## src/rtl/global_int_pkg.sv

```systemverilog
// Shared definitions for the global interrupt gateway.
//   ID_W       : width of a source ID (IDs 1..127, 0 reserved)
//   NO_ID      : the "no source" ID value
//   gw_state_t : per-source gateway state (IDLE / PENDING / INFLIGHT)
package global_int_pkg;

    localparam int ID_W = 7;
    localparam logic [ID_W-1:0] NO_ID = '0;

    typedef enum logic [1:0] {
        GW_IDLE     = 2'd0,
        GW_PENDING  = 2'd1,
        GW_INFLIGHT = 2'd2
    } gw_state_t;

endpackage

```

## src/rtl/global_int_gate.sv

```systemverilog
// One interrupt source: input synchronizer plus the IDLE/PENDING/INFLIGHT
// gateway that latches a level request until it is claimed and completed.
// Ports:
//   clock    : rising-edge clock
//   reset    : asynchronous active-low reset
//   level    : raw level-sensitive interrupt line
//   claim    : this source is being claimed this cycle
//   complete : a completion for this source's ID is presented this cycle
//   pending  : gateway is in PENDING (registered)
module global_int_gate
    import global_int_pkg::*;
#(
    parameter int SYNC_STAGES = 2
) (
    input  logic clock,
    input  logic reset,
    input  logic level,
    input  logic claim,
    input  logic complete,
    output logic pending
);

    logic [SYNC_STAGES-1:0] sync_reg;
    logic                   synced;
    gw_state_t              state_reg;
    gw_state_t              state_next;

    if (SYNC_STAGES == 1) begin : g_sync_one
        always_ff @(posedge clock or negedge reset) begin
            if (!reset) begin
                sync_reg <= '0;
            end else begin
                sync_reg <= level;
            end
        end
    end else begin : g_sync_multi
        always_ff @(posedge clock or negedge reset) begin
            if (!reset) begin
                sync_reg <= '0;
            end else begin
                sync_reg <= {sync_reg[SYNC_STAGES-2:0], level};
            end
        end
    end

    assign synced = sync_reg[SYNC_STAGES-1];

    // The synchronized level is only looked at in IDLE, so assertions while
    // INFLIGHT are masked; a still-high level re-pends one cycle after IDLE.
    always_comb begin
        state_next = state_reg;
        unique case (state_reg)
            GW_IDLE:     if (synced)   state_next = GW_PENDING;
            GW_PENDING:  if (claim)    state_next = GW_INFLIGHT;
            GW_INFLIGHT: if (complete) state_next = GW_IDLE;
            default:                   state_next = GW_IDLE;
        endcase
    end

    always_ff @(posedge clock or negedge reset) begin
        if (!reset) begin
            state_reg <= GW_IDLE;
        end else begin
            state_reg <= state_next;
        end
    end

    assign pending = (state_reg == GW_PENDING);

endmodule

```

## src/rtl/global_int_gateway.sv

```systemverilog
// Global interrupt gateway: N_SRC per-source gateways, a fixed-priority
// (lowest ID wins) claim encoder and claim/complete ID decode.
// Ports:
//   clock, reset        : clock and asynchronous active-low reset
//   interrupts[N_SRC]   : level interrupt lines, bit i = source ID i+1
//   enables[N_SRC]      : per-source claim enable mask
//   irq                 : any source pending and enabled
//   claim_valid/claim_id: lowest pending-and-enabled ID (0 when none)
//   claim_ready         : consumer takes claim_id this cycle
//   complete_valid/_id  : completion strobe and ID
module global_int_gateway
    import global_int_pkg::*;
#(
    parameter int N_SRC       = 127,
    parameter int SYNC_STAGES = 2
) (
    input  logic             clock,
    input  logic             reset,
    input  logic [N_SRC-1:0] interrupts,
    input  logic [N_SRC-1:0] enables,
    output logic             irq,
    output logic             claim_valid,
    output logic [ID_W-1:0]  claim_id,
    input  logic             claim_ready,
    input  logic             complete_valid,
    input  logic [ID_W-1:0]  complete_id
);

    logic [N_SRC-1:0] pending;
    logic [N_SRC-1:0] claimable;
    logic             claim_fire;

    assign claimable  = pending & enables;
    assign claim_fire = claim_valid & claim_ready;

    // A completion only matches IDs 1..N_SRC, so ID 0 and out-of-range IDs
    // hit no gate; non-INFLIGHT gates ignore the strobe themselves.
    for (genvar gi = 0; gi < N_SRC; gi++) begin : g_src
        global_int_gate #(
            .SYNC_STAGES(SYNC_STAGES)
        ) u_gate (
            .clock   (clock),
            .reset   (reset),
            .level   (interrupts[gi]),
            .claim   (claim_fire && (claim_id == ID_W'(gi + 1))),
            .complete(complete_valid && (complete_id == ID_W'(gi + 1))),
            .pending (pending[gi])
        );
    end

    // Scan from the top down so the lowest set bit is the last assignment.
    always_comb begin
        claim_id = NO_ID;
        for (int i = N_SRC - 1; i >= 0; i--) begin
            if (claimable[i]) begin
                claim_id = ID_W'(i + 1);
            end
        end
    end

    assign claim_valid = |claimable;
    assign irq         = claim_valid;

endmodule
```

## config.mk

```make
export PLATFORM = sky130hd
export DESIGN_NAME = global_int_gateway
export DESIGN_NICKNAME = d
export VERILOG_FILES = /design/src/rtl/global_int_pkg.sv /design/src/rtl/global_int_gate.sv /design/src/rtl/global_int_gateway.sv
export SDC_FILE = /design/constraint.sdc
export NUM_CORES = 1
export LEC_CHECK = 0
export CORE_AREA = 5 5 144 283
export CTS_BUF_LIST = sky130_fd_sc_hd__clkbuf_16
export DETAILED_ROUTE_END_ITERATION = 8
export DIE_AREA = 0 0 149 288
export DONT_BUFFER_PORTS = 1
export PLACE_DENSITY = 0.8
export SLEW_MARGIN = 30
export SYNTH_ARGS = -nofsm -noshare
export SYNTH_HDL_FRONTEND = slang
export SYNTH_HIERARCHICAL = 1
export SYNTH_SLANG_ARGS = --single-unit
```

## constraint.sdc

```tcl
create_clock -name clock -period 5.9 [get_ports clock]
set_input_delay 1.18 -clock clock [delete_from_list [all_inputs] [get_ports clock]]
set_output_delay 1.18 -clock clock [all_outputs]
set_load 0.01 [all_outputs]
```

==> summary by stage <==
Worst setup path
The critical path goes through a22oi_1 -> o21ai_0 -> a2111oi_0 -> o2111ai_1 -> a21oi_1 -> o31ai_4 -> nor2_1. The data arrival time of the critical path is 3520 ps. The data required time of the critical path is 4720 ps. In this run the worst path has a maximum fanout of 7. On the worst path, the slowest cell contributes a delay of 790 ps.

The worst setup path is launched from a primary input. For flop-to-flop paths, the worst setup slack is 1740 ps. On the critical path, the stage with the largest delay is an instance of a2111oi_0. STA classifies the critical path endpoint as an output pin. The type of the setup path with the least slack is primary input to output pin.

Clock tree
The number of gates resized after CTS was 0. The clock-pin transition on the worst setup and hold timing paths is 70 ps. Hold repair after CTS inserted 0 buffers. The number of clock sinks is 508. The number of post-CTS setup repair buffers is 0.

The clock latency on the worst-skew pair is 560 ps. The H-tree was split into 2 levels. TritonCTS built the clock tree. The buffer levels on the longest clock path is 3.

The tree is rooted in a clkbuf_16. The number of clock buffers added by TritonCTS is 45.

Timing
The number of endpoints failing setup at the final stage is 0. The tightest hold margin is 319 ps. The minimum clock period is 4700 ps. The final hold violation count came to 0. The final critical path takes up 79.7% of the cycle.

In this run the tightest slew margin relative to its limit is -24.3%. At the pin with the least slew margin, the transition time is 1860 ps. The top achievable clock speed is 0.213 GHz. After routing, the total negative slack on setup checks comes to 0 ps. Setup repair after global routing left no endpoint under its margin. The count of final max-slew check failures came to 225. The worst clock skew is 16.1 ps.

Logic synthesis
Yosys attributes the largest share of cell area to dfrtp_1 (56%), nor2b_4 (7.7%), nor3b_2 (7.1%). A synthesized cell averages 11.9 µm². For this run, the leading register cell type out of synthesis is dfrtp_1.

The fraction of synthesized cell area taken by the top area cell type is approximately 56%. The fraction of the yosys area taken by sequential cells is 56.1%. The number of register bits inferred by synthesis is 508.

The number of enable-type register cells in the synthesized netlist is 0. The number of instances in the synthesized netlist is about 1,900. The number of nets handed over by synthesis was roughly 2,200. Of all flip-flops after synthesis, the portion carrying an async set or reset was 100%. The most common cell in the synthesized netlist is dfrtp_1. The distinct cell type count of the synthesized netlist is ~70.

The number of warnings printed during yosys synthesis is 6. The cell area after synthesis is 22,600 µm². The biggest area contributor in the post-synthesis netlist is dfrtp_1. By count the netlist is led by dfrtp_1 (508), nor2_1 (358), a211oi_1 (134), a21o_1 (130), nor3b_2 (128).

GRT
The number of antenna violations at the first check in global routing came to 1. The first global-routing pass estimated 101,000 µm of wire. The residual overflow from global routing is 0.

The via count of the first global-routing pass is 16,900. Global routing used 31.6% of the available tracks across all layers. The maximum number of pins on one net before global-route repair is 509.

Placed design
The congestion estimate from routability-driven global placement came to 1.01. The sum of net half-perimeters after detailed placement is roughly 50,000 µm. The count of buffers added on input and output ports is 0.

Routing
The via-per-instance ratio is 6.46. After the first detailed-routing iteration, the DRC count stood at 1,585. The final routed DRC violation total is 0. The number of search-and-repair iterations in the first detailed-routing pass is 6.

Once detail routing completed, the nets flagged for antenna violations numbered 0. The wire length per cell after detailed routing is around 27 µm. Summing over every cut layer, the via total after detailed routing is between 15,000 and 20,000. Summed over all layers, the routed wires come to between 60,000 and 70,000 µm.

Finish
The layout overhead on the synthesized area is 9.19%. The fraction of final layout cells sized beyond drive strength 1 is 18.4%. The final-stage net count is 2,187.

Pwr
The portion of total power attributed to combinational logic is 10.5%. The maximum resistive drop on vdd is roughly 260 µV. The power per cell area is 301 nW/µm². For this design the static power due to leakage is 11.3 nW. The switching share of power is 26.8%. The power dissipated by switching net loads is 1.99 mW.

Internal power comes to 5.46 mW. The sequential cell fraction of total power is 49.5%. After layout, the design draws a total of 7.45 mW. Per report_power, the clock group accounts for 39.9% of the total.

Worst hold path
The min-delay analysis places its worst path in the category primary input to asynchronous set/reset pin.

Status
The final reports fail on slew limit. The run finished, with violations left.

Floorplanning
The initial standard-cell utilization of the core is 58.8%. The floorplan step defined a core boundary enclosing 38,500 µm². The floorplan row count is 102.

The die is 288 µm tall. The number of top-level pins is 274. The die covers approximately 43,000 µm². The horizontal die dimension is roughly 150 µm.

Job
The count of max-cap constraint violations is 0.
==> layout by cell type, fill, tap and decap left out, types with 5 or more instances in the layout <==
master	instances
nand3_1	31
a21o_1	130
a32o_1	12
nor2b_4	127
nor2_2	7
a32oi_1	12
nor3_1	30
a22o_1	28
nand2_1	106
nor3b_2	128
and2_1	19
a211oi_1	134
clkinvlp_4	6
a222oi_1	6
a21oi_1	21
and4_1	6
nor4_1	5
inv_1	5
nand4_1	19
o2111ai_1	8
buf_4	8
nand2b_1	20
clkbuf_16	47
dfrtp_1	508
clkinv_1	9
nor2_1	358
nor2b_1	12
o21ai_0	13
a22oi_1	47
==> logic make-up after synthesis <==
group	share of synthesized area, %
buffers and inverters	0.608
AO/OA/AOI/OAI	15.6
AND/OR/NAND/NOR	27.7
flip-flops	56.1
==> worst paths after layout <==
path | from | end | cells past startpoint
worst min register to register | g_src[23].u_gate/sync_reg[0] | g_src[23].u_gate/sync_reg[1] | 0
worst min-delay path | reset | g_src[37].u_gate/sync_reg[1] | 0
max in group asynchronous | reset | g_src[97].u_gate/state_reg[0] | 0
min in group clock | g_src[23].u_gate/sync_reg[0] | g_src[23].u_gate/sync_reg[1] | 0
worst max register to register | g_src[36].u_gate/state_reg[0] | g_src[26].u_gate/state_reg[0] | 11
worst max-delay path | enables[91] | claim_id[1] | 7
==> cell type report <==
cell class,count,area (µm²)
fillers,2945,13800
well taps,520,651
repair buffers,8,60.1
inverters,3,11.3
clock inverters,34,310
multi-input cells,1356,9810
diodes,1,2.50
clock buffers,47,1180
flip-flops and latches,508,12700
==> routing by layer <==
layer  share of wire (%)  GRT usage [%]
met5                   0              0
met4                  10           25.9
met3                 9.8           9.29
met1                  31           32.4
met2                  49           52.6
==> worst max-delay path: cells and delay by family <==
family          cells  cell delay [ps]
simple gates        1              310
compound gates      6             2040
==> stage by stage <==
step,area (µm²),instances,setup WS [ps],util [%]
after global routing,24700,2477,1170,64.2
after CTS,24700,2476,1340,64.2
after floorplan,22600,1896,2000,-
after global placement,23200,2395,1320,60.3
final,24700,2477,1200,64.2
after detailed placement,23200,2395,1280,60.3
==> power by group through the flow <==
stage	combinational, mW	clock, mW	sequential (mW)
after floorplan	0.457	0	3.72
after detailed placement	0.763	0	3.76
after global routing	0.799	3.16	3.70
final	0.784	2.97	3.69
after CTS	0.763	3.04	3.69
after global placement	0.749	0	3.75
No activity file was read; power rests on OpenSTA's default activity.
